--- src/rtl/hamming_tx_encoder.sv ---
// Transmit-side channel encoder: buffers 4-bit nibbles in a FIFO, encodes each into an
// 8-bit systematic parity codeword and serializes it LSB pair first as four 2-bit symbols.
module hamming_tx_encoder #(
    parameter int DEPTH = 4
) (
    input  logic       clk,
    input  logic       reset,
    input  logic [3:0] data_in,
    input  logic       in_valid,
    output logic       in_ready,
    input  logic       mod_en,
    output logic [1:0] out,
    output logic       out_valid,
    output logic       frame_done
);

    localparam int AW = (DEPTH > 1) ? $clog2(DEPTH) : 1;

    typedef enum logic [0:0] {
        IDLE = 1'b0,
        SEND = 1'b1
    } state_t;

    // Codeword {d3,d2,d1,d0,c3,c2,c1,c0}; c3 is folded into c2 and c0.
    function automatic logic [7:0] encode_nibble(input logic [3:0] d);
        logic c3;
        logic c2;
        logic c1;
        logic c0;
        c3 = d[3] ^ d[2] ^ d[1];
        c2 = d[2] ^ d[0] ^ c3;
        c1 = d[2] ^ d[1] ^ d[0];
        c0 = d[1] ^ d[0] ^ c3;
        return {d, c3, c2, c1, c0};
    endfunction

    state_t      state_q, state_d;
    logic [7:0]  sh_q, sh_d;
    logic [1:0]  cnt_q, cnt_d;
    logic [AW:0] wr_ptr_q, wr_ptr_d;
    logic [AW:0] rd_ptr_q, rd_ptr_d;
    logic [3:0]  mem_q [DEPTH];
    logic        in_ready_q, in_ready_d;
    logic [1:0]  out_q, out_d;
    logic        out_valid_q, out_valid_d;
    logic        frame_done_q, frame_done_d;

    logic        push_s;
    logic        pop_s;
    logic        empty_s;
    logic [3:0]  head_s;

    assign push_s  = in_valid & in_ready_q;
    assign empty_s = (wr_ptr_q == rd_ptr_q);
    assign head_s  = mem_q[rd_ptr_q[AW-1:0]];

    assign in_ready   = in_ready_q;
    assign out        = out_q;
    assign out_valid  = out_valid_q;
    assign frame_done = frame_done_q;

    // Next-state, serializer and FIFO pointer logic.
    always_comb begin
        state_d      = state_q;
        sh_d         = sh_q;
        cnt_d        = cnt_q;
        pop_s        = 1'b0;
        frame_done_d = 1'b0;

        case (state_q)
            IDLE: begin
                if (!empty_s) begin
                    pop_s   = 1'b1;
                    sh_d    = encode_nibble(head_s);
                    cnt_d   = 2'd0;
                    state_d = SEND;
                end else begin
                    state_d = IDLE;
                end
            end
            SEND: begin
                if (mod_en) begin
                    if (cnt_q != 2'd3) begin
                        sh_d  = {2'b00, sh_q[7:2]};
                        cnt_d = cnt_q + 2'd1;
                    end else begin
                        frame_done_d = 1'b1;
                        cnt_d        = 2'd0;
                        // Back-to-back reload keeps the symbol stream gap-free.
                        if (!empty_s) begin
                            pop_s   = 1'b1;
                            sh_d    = encode_nibble(head_s);
                            state_d = SEND;
                        end else begin
                            sh_d    = 8'h00;
                            state_d = IDLE;
                        end
                    end
                end else begin
                    state_d = SEND;
                end
            end
            default: begin
                sh_d    = 8'h00;
                cnt_d   = 2'd0;
                state_d = IDLE;
            end
        endcase

        out_valid_d = (state_d == SEND);
        if (state_d == SEND) begin
            out_d = sh_d[1:0];
        end else begin
            out_d = 2'b00;
        end

        wr_ptr_d   = wr_ptr_q + {{AW{1'b0}}, push_s};
        rd_ptr_d   = rd_ptr_q + {{AW{1'b0}}, pop_s};
        in_ready_d = !((wr_ptr_d[AW] != rd_ptr_d[AW]) &&
                       (wr_ptr_d[AW-1:0] == rd_ptr_d[AW-1:0]));
    end

    // State, serializer, pointer and output registers.
    always_ff @(posedge clk or negedge reset) begin
        if (!reset) begin
            state_q      <= IDLE;
            sh_q         <= 8'h00;
            cnt_q        <= 2'd0;
            wr_ptr_q     <= '0;
            rd_ptr_q     <= '0;
            in_ready_q   <= 1'b1;
            out_q        <= 2'b00;
            out_valid_q  <= 1'b0;
            frame_done_q <= 1'b0;
        end else begin
            state_q      <= state_d;
            sh_q         <= sh_d;
            cnt_q        <= cnt_d;
            wr_ptr_q     <= wr_ptr_d;
            rd_ptr_q     <= rd_ptr_d;
            in_ready_q   <= in_ready_d;
            out_q        <= out_d;
            out_valid_q  <= out_valid_d;
            frame_done_q <= frame_done_d;
        end
    end

    // Nibble storage; cleared on reset so flushed entries never resurface.
    always_ff @(posedge clk or negedge reset) begin
        if (!reset) begin
            for (int i = 0; i < DEPTH; i++) begin
                mem_q[i] <= 4'h0;
            end
        end else if (push_s) begin
            mem_q[wr_ptr_q[AW-1:0]] <= data_in;
        end
    end

endmodule

--- config.mk ---
export PLATFORM = sky130hd
export DESIGN_NAME = hamming_tx_encoder
export DESIGN_NICKNAME = d
export VERILOG_FILES = /design/src/rtl/hamming_tx_encoder.sv
export SDC_FILE = /design/constraint.sdc
export NUM_CORES = 1
export LEC_CHECK = 0
export CAP_MARGIN = 10
export CORE_MARGIN = 10
export CORE_UTILIZATION = 25
export CTS_CLUSTER_SIZE = 25
export DETAILED_ROUTE_END_ITERATION = 10
export PLACE_DENSITY_LB_ADDON = 0.25
export SETUP_SLACK_MARGIN = 0.3
export SKIP_CTS_REPAIR_TIMING = 1
export SLEW_MARGIN = 10
export SYNTH_ARGS = -nofsm -noshare
export SYNTH_HDL_FRONTEND = slang
export SYNTH_SLANG_ARGS = --single-unit
--- constraint.sdc ---
create_clock -name clk -period 4.7 [get_ports clk]
set_input_delay 0.705 -clock clk [delete_from_list [all_inputs] [get_ports clk]]
set_output_delay 0.705 -clock clk [all_outputs]
set_load 0.01 [all_outputs]
==> metrics.log <==
[metrics] clock latency on the worst-skew pair: roughly 290 ps
[metrics] count of flip-flops with a built-in enable after synthesis: 0
[metrics] Unique masters post-synth: 37
[metrics] synthesized area: 0.00189 mm²
[metrics] Final Wtd Congestion: roughly 0.74
[metrics] achievable frequency: about 0.37 GHz
[metrics] top post-synthesis cells by count: sky130_fd_sc_hd__dfrtp_1, sky130_fd_sc_hd__mux2_2, sky130_fd_sc_hd__nand2_1
[metrics] TritonCTS Buffers: 5
[metrics] number of buffers on the longest clock path: 2
[metrics] First DRT Iteration DRCs: 28
[metrics] TritonCTS sink count: 37
[metrics] static leakage power: ~0.94 nW
[metrics] CP peak stage delay: 610 ps
[metrics] Arrival @ worst endpoint: between 2000 and 3000 ps
[metrics] clock root buffer master: sky130_fd_sc_hd__clkbuf_8
[metrics] portion of the post-synthesis area used by sequential elements: a little under 50%
[metrics] final WL: around 3800 µm
[metrics] power density over the cells: 797 mW/mm²
[metrics] synthesized flop and latch total: 37
[metrics] Initial DRT Pass Iterations: 4
[metrics] Post-Syn Instances: 150
[metrics] fraction of synthesis flops using an asynchronous set or reset pin: 100%
[metrics] DRC Markers: 0
[metrics] H-Tree Level Count: 2
[metrics] Synth Area per Inst: roughly 13 µm²
[metrics] min cycle time layout: 2690 ps
[metrics] Worst path slowest cell: sky130_fd_sc_hd__clkdlybuf4s50_1
[metrics] via density per instance: about 4.5
[metrics] cell-by-cell listing of the critical path: clkdlybuf4s50_1 > nand2_1 > nand2_1 > nand2_1 > inv_1 > ha_1 > ha_1 > xor2_1 > xnor2_1 > or3_1
[metrics] synthesis-to-layout area growth: 15.4%
[metrics] cell depth of the worst flop-to-flop path: 9
[metrics] dominant cell type by count on the critical path: sky130_fd_sc_hd__nand2_1
[metrics] worst r2r src: rd_ptr_q[0]$_DFF_PN0_
[metrics] clock transition at the registers of the reported paths: ~70 ps
[metrics] crit path capture type: flip-flop
[metrics] WL per Instance: about 14 µm
[metrics] max-cap violation count: 0
[metrics] RSZ-0062 raised after global routing: no
[metrics] Initial Util: between 20% and 30%
[metrics] DR vias: around 1,200
[metrics] kind of critical path: primary input to flip-flop
[metrics] # IOs: 13
[metrics] top cells by area in the synthesized netlist: sky130_fd_sc_hd__dfrtp_1, sky130_fd_sc_hd__mux2_2, sky130_fd_sc_hd__mux4_2
[metrics] share of layout cells above drive strength 1: about 19%
[metrics] count of nets left with antenna violations after detail routing: 0
[metrics] Hold Worst Slack: 508 ps
[metrics] clk_skew: between 7 and 8 ps
[metrics] PortBufs: 12
[metrics] fillcell total: around 800
[metrics] die width: between 100 and 150 µm
[metrics] total number of placement rows: 31
[metrics] antenna cell count: 0
[metrics] vias in the first global route: ~1,300
[metrics] first-pass GRT wire length: 6530 µm
[metrics] area share of the largest cell type after synthesis: a little under half
[metrics] yosys synthesis warning count: 0
[metrics] final hold viol count: 0
[metrics] Die Footprint: ~0.011 mm²
[metrics] relative slew slack: a little under half
[metrics] core region area: 0.00729 mm²
[metrics] Register-to-Register Setup Slack: 2010 ps
[metrics] Critical Path Start Type: primary input
[metrics] antenna violations before repair: 0
[metrics] final setup violation count: 0
[metrics] HPWL after detailed placement: ~2700 µm
[metrics] TritonCTS clock tree: built
[metrics] required time of the critical path: around 4900 ps
[metrics] period utilisation layout: 57.3%
[metrics] pin count of the biggest net entering global routing: 38
[metrics] reg-to-reg critical path endpoint: in_ready$_DFF_PN1_
[metrics] global route overflow: 0
[metrics] setup tns final: 0 ps
[metrics] peak fanout along the critical path: 12
[metrics] min-delay worst type: primary input to asynchronous set/reset pin
[metrics] total global routing track utilization: 7.14%
[metrics] total count of max-transition violations in the final report: 0
[metrics] dominant cell type by area after synthesis: sky130_fd_sc_hd__dfrtp_1
[metrics] measured slew at the worst slew-check pin: around 800 ps
[metrics] most frequently used cell type in the post-synthesis netlist: sky130_fd_sc_hd__dfrtp_1
[metrics] Peak supply drop: ~0.00028 V
[metrics] dominant synthesized flop cell: sky130_fd_sc_hd__dfrtp_1
[metrics] number of nets produced by synthesis: about 160
[metrics] net count of the finished layout: 177
[metrics] result of the run: complete, no violations
[metrics] vertical extent of the die: around 110 µm
## worst max-delay path by stage
stage                          startpoint            endpoint  slack [ps]  cells after the start
finish                             mod_en  in_ready$_DFF_PN1_        2010                     10
global route                       mod_en  in_ready$_DFF_PN1_        1790                     10
CTS                 rd_ptr_q[0]$_DFF_PN0_  in_ready$_DFF_PN1_        1970                      9
detailed placement                 mod_en  in_ready$_DFF_PN1_        1700                     10
global placement                   mod_en  in_ready$_DFF_PN1_        1740                     10
floorplan           rd_ptr_q[0]$_DFF_PN0_  in_ready$_DFF_PN1_        2190                     11
## registers in the layout, summed over array words and instances, names as in the netlist
name and flops:
sh_q 8, out_valid 1, cnt_q 2, out 2, rd_ptr_q 3, in_ready 1, wr_ptr_q 3, frame_done 1
mem_q 16
## kinds of logic (layout without fill, tap and decap cells)
kind of cell,after synthesis,in the layout,share of synthesized area (%)
multiplexers,25,25,16.9
AND/OR/NAND/NOR,32,32,8.54
buffers and inverters,12,27,3.37
flip-flops,37,37,49.0
AO/OA/AOI/OAI,22,22,8.54
adder cells (fa/ha/maj),5,5,3.31
XOR/XNOR,17,17,10.3
## per-stage QoR
step           area [µm²]  total power [mW]  setup slack, ps  util (%)  instances
6_report             2180              1.74             2010      29.9        264
5_1_grt              2180              1.89             1790      29.9        264
4_1_cts              2180              1.77             1970      29.9        264
3_5_place_dp         2090              1.53             1700      28.7        256
3_3_place_gp         2090              1.53             1740      28.7        256
2_1_floorplan        1890              1.34             2190         -        150
## per-layer routing
metal / part of all wire (%) / global-route usage (%) / wire [µm] / vias to the layer above
met5: 0 / 0 / 0 / -
met4: 0.74 / 2.90 / 28 / 0
met3: 2.7 / 1.86 / 102 / 5
met2: 48 / 11.0 / 1830 / 19
met1: 48 / 9.30 / 1820 / 600
li1: - / - / - / 569
## critical path, delay by kind of cell
kind | cells | cell delay (ps)
xor+xnor | 2 | 290
fa+ha+maj | 2 | 360
buf+inv | 2 | 670
simple gates | 4 | 870
## cell usage in the layout, fill, tap and decap left out, drive strengths merged, types with 4 or more instances in the layout
master and instances:
dfrtp 36, mux2 16, nand2 13, clkdlybuf4s50 11, xor2 9, clkbuf 8
inv 6, a21oi 6, xnor2 5, mux2i 5, ha 5, o221ai 5
mux4 4, nor2 4
## layout make-up
type                       instances  area (µm²)  area share [%]
sequential                        37         927            42.5
multi-input combinational        101         900            41.2
tap                               99         124            5.68
timing repair buffer              12         115            5.28
clock buffer                       8        90.1            4.13
inverter                           7        26.3            1.20
## report_power, final
group	switching [mW]	total [mW]	internal, mW
registers	0.120	0.593	0.473
clock network	0.109	0.229	0.120
logic	0.410	0.917	0.507
total	0.639	1.74	1.10
Note: power is estimated with default switching activity, not from simulation.
